==> src/rtl/rv_fifo.sv <==
// Elastic valid/ready FIFO with explicit occupancy count, almost-full watermark and sync flush.
// Define RV_FIFO_BYPASS_EN for fall-through on empty (combinational in->out path).
module rv_fifo #(
  parameter int DW     = 32,
  parameter int DEPTH  = 4,
  parameter int AF_LVL = DEPTH-1
) (
  input  logic                         clk,
  input  logic                         rst_n,
  input  logic                         flush,
  input  logic                         in_valid,
  output logic                         in_ready,
  input  logic [DW-1:0]                in_data,
  output logic                         out_valid,
  input  logic                         out_ready,
  output logic [DW-1:0]                out_data,
  output logic [$clog2(DEPTH+1)-1:0]   count,
  output logic                         almost_full
);
  localparam int PW = $clog2(DEPTH);
  localparam int CW = $clog2(DEPTH+1);
  localparam logic [CW-1:0] FULL_CNT = CW'(DEPTH);
  localparam logic [CW-1:0] AF_CNT   = CW'(AF_LVL);

  logic [PW-1:0] wr_ptr_q, wr_ptr_d, rd_ptr_q, rd_ptr_d;
  logic [CW-1:0] count_q, count_d;
  logic [DW-1:0] mem [DEPTH];
  logic          push, pop, stored;

  assign stored   = (count_q != '0);
  // in_ready looks only at registered occupancy, so out_ready never reaches it.
  assign in_ready = (count_q != FULL_CNT);

`ifdef RV_FIFO_BYPASS_EN
  logic bypass;
  assign bypass    = !stored && in_valid;
  assign out_valid = stored || in_valid;
  assign out_data  = stored ? mem[rd_ptr_q] : (in_valid ? in_data : '0);
  // A beat taken straight through while empty is never written.
  assign push      = in_valid && in_ready && !(bypass && out_ready);
`else
  assign out_valid = stored;
  assign out_data  = stored ? mem[rd_ptr_q] : '0;
  assign push      = in_valid && in_ready;
`endif
  assign pop = stored && out_ready;

  always_comb begin
    wr_ptr_d = wr_ptr_q;
    rd_ptr_d = rd_ptr_q;
    count_d  = count_q;
    if (flush) begin
      wr_ptr_d = '0;
      rd_ptr_d = '0;
      count_d  = '0;
    end else begin
      if (push) wr_ptr_d = wr_ptr_q + 1'b1;
      if (pop)  rd_ptr_d = rd_ptr_q + 1'b1;
      case ({push, pop})
        2'b10:   count_d = count_q + 1'b1;
        2'b01:   count_d = count_q - 1'b1;
        default: count_d = count_q;
      endcase
    end
  end

  always_ff @(posedge clk or negedge rst_n) begin
    if (!rst_n) begin
      wr_ptr_q <= '0;
      rd_ptr_q <= '0;
      count_q  <= '0;
    end else begin
      wr_ptr_q <= wr_ptr_d;
      rd_ptr_q <= rd_ptr_d;
      count_q  <= count_d;
    end
  end

  always_ff @(posedge clk) begin
    if (push && !flush) mem[wr_ptr_q] <= in_data;
  end

  assign count       = count_q;
  assign almost_full = (count_q >= AF_CNT);
endmodule
==> config.mk <==
export PLATFORM = sky130hd
export DESIGN_NAME = rv_fifo
export DESIGN_NICKNAME = d
export VERILOG_FILES = /design/src/rtl/rv_fifo.sv
export SDC_FILE = /design/constraint.sdc
export NUM_CORES = 1
export LEC_CHECK = 0
export BUFFER_PORTS_ARGS = -buffer_cell sky130_fd_sc_hd__buf_4
export CAP_MARGIN = 15
export CORE_MARGIN = 8
export CORE_UTILIZATION = 51
export CTS_CLUSTER_SIZE = 8
export DETAILED_ROUTE_END_ITERATION = 8
export PLACE_DENSITY = 0.75
export SYNTH_ARGS = -nofsm -noshare
export SYNTH_HDL_FRONTEND = slang
export SYNTH_SLANG_ARGS = --single-unit
==> constraint.sdc <==
create_clock -name clk -period 2.1 [get_ports clk]
set_input_delay 0.21 -clock clk [delete_from_list [all_inputs] [get_ports clk]]
set_output_delay 0.21 -clock clk [all_outputs]
set_load 0.03 [all_outputs]
==> flow_metrics.py, run 1 <==
metrics = {
    "cells_and_area": {
        "area_growth_pct": 36.5,
        "final_core_util_pct": 71.8,
        "antenna-diode-count": 0,
        "layout.area.seq_mm2": 0.00402,
        "final_common_cell": "edfxtp_1",
        "final_cells": 558,
        "fillCellCount": 645,
        "drive_above_1_share_pct": 47.2,
        "layout_common_cells": "edfxtp_1, buf_4, dlygate4sd3_1",
        "nNetsFinal": 451,
        "multi_input_area_mm2": 0.00135,
    },
    "yosys": {
        "synth_nets": 314,
        "ys_seq_area_share_pct": 73.6,
        "synth-simple-area-share_pct": 6.56,
        "synth_top_area_share_pct": 70.4,
        "synth-compound-area-share_pct": 1.79,
        "syn_area_mm2": 0.00546,
        "synthArstFlopShare_pct": 5.19,
        "ys_ff_latch": 135,
        "yosys.area.top_type": "edfxtp_1",
        "muxShareOfSynthArea_pct": 13.5,
        "synth_edf_count": 128,
        "synth_top_family_by_area": "multiplexers",
        "synth_ff_type": "edfxtp_1",
        "synthCells": 272,
        "yosys_warnings": 0,
        "synth_area_leaders": "edfxtp_1, mux4_2, and2_1, dfrtp_1, mux4_1",
        "avgSynthCellArea_um2": 20.1,
        "synth-xor-area-share_pct": 0.481,
        "yosysUniqueCellTypes": 34,
        "synth_adder_area_share_pct": 1.28,
    },
    "setup_path": {
        "critPathMaxStageDelay_ns": 0.43,
        "reg2reg_slack_ns": 0.11,
        "slowest_stage": "dfrtp_2",
        "crit_path_end_kind": "output pin",
        "r2r_start": "count[0]",
        "reg2reg_to": "count[1]",
        "path_delay_family": "buffers and inverters",
        "worstPathArrival_ns": 2.04,
        "cp-endpoint": "out_data[15]",
        "path_buf_inv": 4,
        "critPathLaunch": "rd_ptr_q[0]",
        "crit_path_start_kind": "flip-flop",
        "crit_path_cell_trace": "buf_6 > buf_6 > buf_4 > mux4_2 > and2_4 > buf_6",
        "r2r_cells": 6,
        "crit_top_cell": "buf_6",
        "worstPathRequired_ns": 1.89,
        "cp_max_fo": 3,
        "critical_path_class": "reg2out",
        "path_depth": 6,
    },
    "routing": {
        "drt-wirelength-per-cell_um": 20.0,
        "via_per_inst": 5.38,
        "routed_wl_um": 11200,
        "vias": 3000,
        "drt_pass1_iterations": 6,
        "drt.antenna.violating_nets": 0,
        "drc": 0,
        "drtIter0Drc": 224,
    },
    "sta": {
        "fin_skew_ns": 0.00825,
        "hold_violations": 0,
        "rsz0062_at_grt": "true",
        "min_period_ns": 2.25,
        "post-route-period-util_pct": 107,
        "max_slew_margin_pct": 78.4,
        "setup_ws_ns": -0.151,
        "worstMarginPinSlew_ns": 0.323,
        "final.setup.tns_ns": -3.13,
        "final-max-slew-violation-count": 0,
        "max_freq_mhz": 444,
        "setup_viol": 32,
    },
    "global_routing": {
        "grt_max_degree": 36,
        "antenna_found_initial": 0,
        "grt_first_pass_wirelength_um": 18000,
        "grt_overflow_total": 0,
        "grt_use_total_pct": 16.5,
        "grt_pass1_vias": 3264,
    },
    "pwr": {
        "ir_drop_uv": 784,
        "powerDensity_mw_per_mm2": 1150,
        "p_leak_nw": 2.72,
    },
    "run": {
        "maxCapViolCount": 0,
    },
    "placed_design": {
        "preCtsSetupSlack_ns": 0.158,
        "dp_hpwl_um": 6470,
        "port_buffers": 74,
        "dp.cells": 482,
        "globalplace.congestion": 0.721,
    },
    "clock_network": {
        "cts_buffers": 17,
        "cts.sinks": 135,
        "root_buffer": "clkbuf_8",
        "clk_path_buf_depth": 2,
        "cts_tree": "built",
        "clk_latency_ns": 0.51,
        "clkTransAtPathRegs_ns": 0.06,
        "ctsHtreeMaxLevel": 4,
    },
    "die": {
        "dieHeight_um": 119,
        "ios": 75,
        "fp.coreArea_mm2": 0.0104,
        "die_x_um": 119,
        "dieArea_mm2": 0.0143,
        "fp-row-count": 37,
        "initial_core_util_pct": 52.6,
    },
    "outcome": {
        "violations": "negative setup slack",
        "status": "complete, but fails checks",
    },
    "min_path": {
        "hp-class": "in2reg",
    },
}
through the flow:
stage	total power [W]	area (um2)	hold WS, ns
after floorplan	0.00454	5480	-0.0856
after global placement	0.00513	6200	0.0282
after detailed placement	0.00516	6200	0.0304
after CTS	0.00861	7440	0.0237
after global routing	0.00887	7450	0.0360
final	0.00856	7450	0.0421
cells in the mapped netlist, types with 2 or more instances:
cell type,count
mux4_2,28
and2_1,37
nand2_1,5
buf_6,2
xor2_1,2
nand3_1,3
o22ai_1,2
mux4_1,4
buf_12,3
a21o_1,2
ha_1,4
edfxtp_1,128
dfrtp_1,7
o21ai_0,4
a21oi_1,3
clkbuf_1,5
nor2_1,5
nand2b_1,4
buf_2,6
nor3_1,2
inv_1,3
what timing repair did:
action | in CTS | in global routing
resized for setup | 65 | 2
cloned | 3 | 0
endpoints found under the hold margin | 142 | 0
setup endpoints to repair | 32 | 32
buffers inserted | 8 | 0
hold buffers | 34 | 0
worst min path at each step:
stage | start | end | slack [ns] | cells past startpoint
2_1_floorplan | rst_n | count[0] | -0.09 | 0
3_5_place_dp | rst_n | count[2] | 0.03 | 1
6_report | in_valid | wr_ptr_q[1] | 0.04 | 3
3_3_place_gp | rst_n | count[2] | 0.03 | 1
5_1_grt | rst_n | count[2] | 0.04 | 2
4_1_cts | in_valid | wr_ptr_q[1] | 0.02 | 3
logic make-up after synthesis:
group / count (synthesis)
xor+xnor: 3
mux: 32
simple gates: 61
buf+inv: 21
fa+ha+maj: 5
compound gates: 15
flops: 135
final cells by class:
type / instances / share of cell area, %
tap: 136 / 2.28
clock buffer: 17 / 5.56
timing repair buffer: 136 / 17.5
multi-input combinational: 116 / 18.1
inverter: 3 / 0.151
clock inverter: 15 / 2.35
sequential: 135 / 54.0
per-layer routing:
metal	share of wire, %	vias up	GRT usage [%]	routed length, um
met5	0	-	0	0
met4	0.70	0	5.31	78
met3	5.6	9	4.53	629
met2	53	102	27.9	5890
met1	41	1541	20.1	4560
li1	-	1348	-	-
sequential cells by signal (all words and copies together) (netlist names):
register / flops
mem: 128
rd_ptr_q: 2
wr_ptr_q: 2
count: 3
worst min-delay path: stages:
cell and delay [ns]:
buf_4 0.15, nand3_1 0.08, a21oi_1 0.06
power by group:
group	total (W)	switching (W)	internal, W
combinational	0.00251	0.00124	0.00127
clock	0.00291	0.00110	0.00181
sequential	0.00314	0.0000480	0.00309
total	0.00856	0.00239	0.00617
Note: power is estimated with default switching activity, not from simulation.
==> run 2, diff against run 1 <==
--- a/config.mk
+++ b/config.mk
@@ -7,7 +7,6 @@
 export LEC_CHECK = 0
 export BUFFER_PORTS_ARGS = -buffer_cell sky130_fd_sc_hd__buf_4
 export CAP_MARGIN = 15
-export CORE_MARGIN = 8
 export CORE_UTILIZATION = 51
 export CTS_CLUSTER_SIZE = 8
 export DETAILED_ROUTE_END_ITERATION = 8
==> constraint.sdc (replaced) <==
create_clock -name clk -period 2.1 [get_ports clk]
set_input_delay 0.21 -clock clk [delete_from_list [all_inputs] [get_ports clk]]
set_output_delay 0.21 -clock clk [all_outputs]
set_load 0.02 [all_outputs]
==> run 2 against run 1 <==
Compared with the run above: highest routed layer unchanged; combinational power down 9.6%; flip-flop and latch count unchanged; critical path type unchanged; global-route usage up 4.2 points; hold slack about the same; the flow still finishes with violations (negative setup slack); worst setup slack worse by 0.033 ns; total power down 4.4%; clock-buffer cell count unchanged.
==> flow_metrics.py, run 2 (synthesis gave the netlist of run 1 again) <==
metrics = {
    "outcome": {
        "status": "complete, but fails checks",
        "violations": "negative setup slack",
    },
    "global_routing": {
        "grt_pass1_vias": 3070,
        "antenna_found_initial": 0,
        "use_met3_pct": 6.00,
        "grt_max_degree": 36,
        "grt_use_total_pct": 20.6,
        "grt_util_met2_pct": 34.1,
        "grt_first_pass_wirelength_um": 16200,
        "met1_usage_pct": 26.4,
        "grt_overflow_total": 0,
        "busiest_layer": "met2",
    },
    "routing": {
        "via_per_inst": 5.41,
        "drc": 0,
        "drt_pass1_iterations": 4,
        "drtIter0Drc": 198,
        "routed_wl_um": 10800,
        "drt-wirelength-per-cell_um": 19.4,
        "vias": 2990,
        "drt.antenna.violating_nets": 0,
    },
    "cells_and_area": {
        "drive_above_1_share_pct": 47.7,
        "largest-register": "mem",
        "nNetsFinal": 446,
        "fin_area_mm2": 0.00741,
        "largest_reg_flops": 128,
        "area_growth_pct": 35.7,
        "final_common_cell": "edfxtp_1",
        "antenna-diode-count": 0,
        "layout_common_cells": "edfxtp_1, buf_4, dlygate4sd3_1",
        "final_core_util_pct": 71.4,
        "fillCellCount": 627,
    },
    "setup_path": {
        "r2r_cells": 6,
        "worstPathRequired_ns": 1.89,
        "crit_path_cell_trace": "buf_12 > clkbuf_16 > mux4_2 > and2_4 > buf_6",
        "crit_path_end_kind": "output pin",
        "critPathMaxStageDelay_ns": 0.50,
        "crit_path_start_kind": "flip-flop",
        "slowest_stage": "mux4_2",
        "worstPathArrival_ns": 2.07,
        "cp_max_fo": 4,
        "reg2reg_slack_ns": 0.09,
        "critical_path_class": "reg2out",
    },
    "sta": {
        "fin_hold_ws_ns": 0.0419,
        "hold_violations": 0,
        "post-route-period-util_pct": 109,
        "setup_ws_ns": -0.184,
        "rsz0062_at_grt": "true",
        "min_period_ns": 2.28,
        "fin_skew_ns": 0.00876,
        "max_slew_margin_pct": 78.8,
        "worstMarginPinSlew_ns": 0.318,
        "setup_viol": 32,
        "final.setup.tns_ns": -4.27,
        "max_freq_mhz": 438,
        "final-max-slew-violation-count": 0,
    },
    "die": {
        "dieHeight_um": 105,
        "dieArea_mm2": 0.0111,
        "fp-row-count": 37,
        "ios": 75,
        "initial_core_util_pct": 52.6,
        "fp.coreArea_mm2": 0.0104,
        "die_x_um": 105,
    },
    "clock_network": {
        "cts.sinks": 135,
        "clkTransAtPathRegs_ns": 0.06,
        "root_buffer": "clkbuf_8",
        "cts_buffers": 17,
        "ctsHtreeMaxLevel": 4,
        "clk_path_buf_depth": 2,
        "cts_tree": "built",
        "clk_latency_ns": 0.51,
    },
    "pwr": {
        "p_leak_nw": 2.69,
        "powerDensity_mw_per_mm2": 1100,
        "ir_drop_uv": 816,
    },
    "placed_design": {
        "place_area_mm2": 0.00621,
        "port_buffers": 74,
        "preCtsSetupSlack_ns": 0.132,
        "globalplace.congestion": 0.736,
        "dp_hpwl_um": 5790,
    },
    "run": {
        "maxCapViolCount": 0,
    },
    "min_path": {
        "hp-class": "in2async",
    },
}
## run 2: worst max-delay path, delay by kind of cell, from the launching register on
kind | cells | cell delay, ns
buf+inv | 3 | 0.43
flops | 1 | 0.46
mux | 1 | 0.50
simple gates | 1 | 0.17
## run 2: report_power, final
group	switching [W]	total [W]	internal, W	leakage [nW]
Clock	0.00115	0.00274	0.00160	0.272
Sequential	0.0000692	0.00316	0.00309	1.25
Combinational	0.00103	0.00227	0.00124	1.17
Total	0.00225	0.00818	0.00593	2.69
## run 2: final timing paths
check,startpoint,endpoint
setup / recovery,rd_ptr_q[0],out_data[13]
hold / removal,rst_n,count[1]
setup reg to reg,count[1],count[1]
hold reg to reg,count[1],count[1]
max in group asynchronous,rst_n,rd_ptr_q[1]
min in group clk,in_valid,count[0]
## run 2: per-stage QoR
step / power (W) / std cells
after floorplan: 0.00436 / 272
after global placement: 0.00491 / 479
after detailed placement: 0.00494 / 479
after CTS: 0.00818 / 555
after global routing: 0.00850 / 553
final: 0.00818 / 553
## run 2: layout make-up
class	instances	area (um2)	share of cell area, %
Sequential cell	135	4020	54.3
Multi-Input combinational cell	116	1360	18.3
Timing Repair Buffer	131	1290	17.4
Clock buffer	17	414	5.59
Tap cell	136	170	2.30
Clock inverter	15	145	1.96
Inverter	3	11.3	0.152
## run 2: per-layer routing
layer | vias to the layer above | part of all wire, %
met3 | 7 | 5.4
met4 | 0 | 0.69
met2 | 118 | 51
met5 | - | 0
li1 | 1342 | -
met1 | 1523 | 43
## run 2: what timing repair did
action,in CTS,in global routing
hold buffers,35,0
cloned,4,1
gates resized for setup,47,23
pin swaps,0,0
buffers inserted,5,0
setup endpoints to repair,32,33
endpoints found under the hold margin,142,0
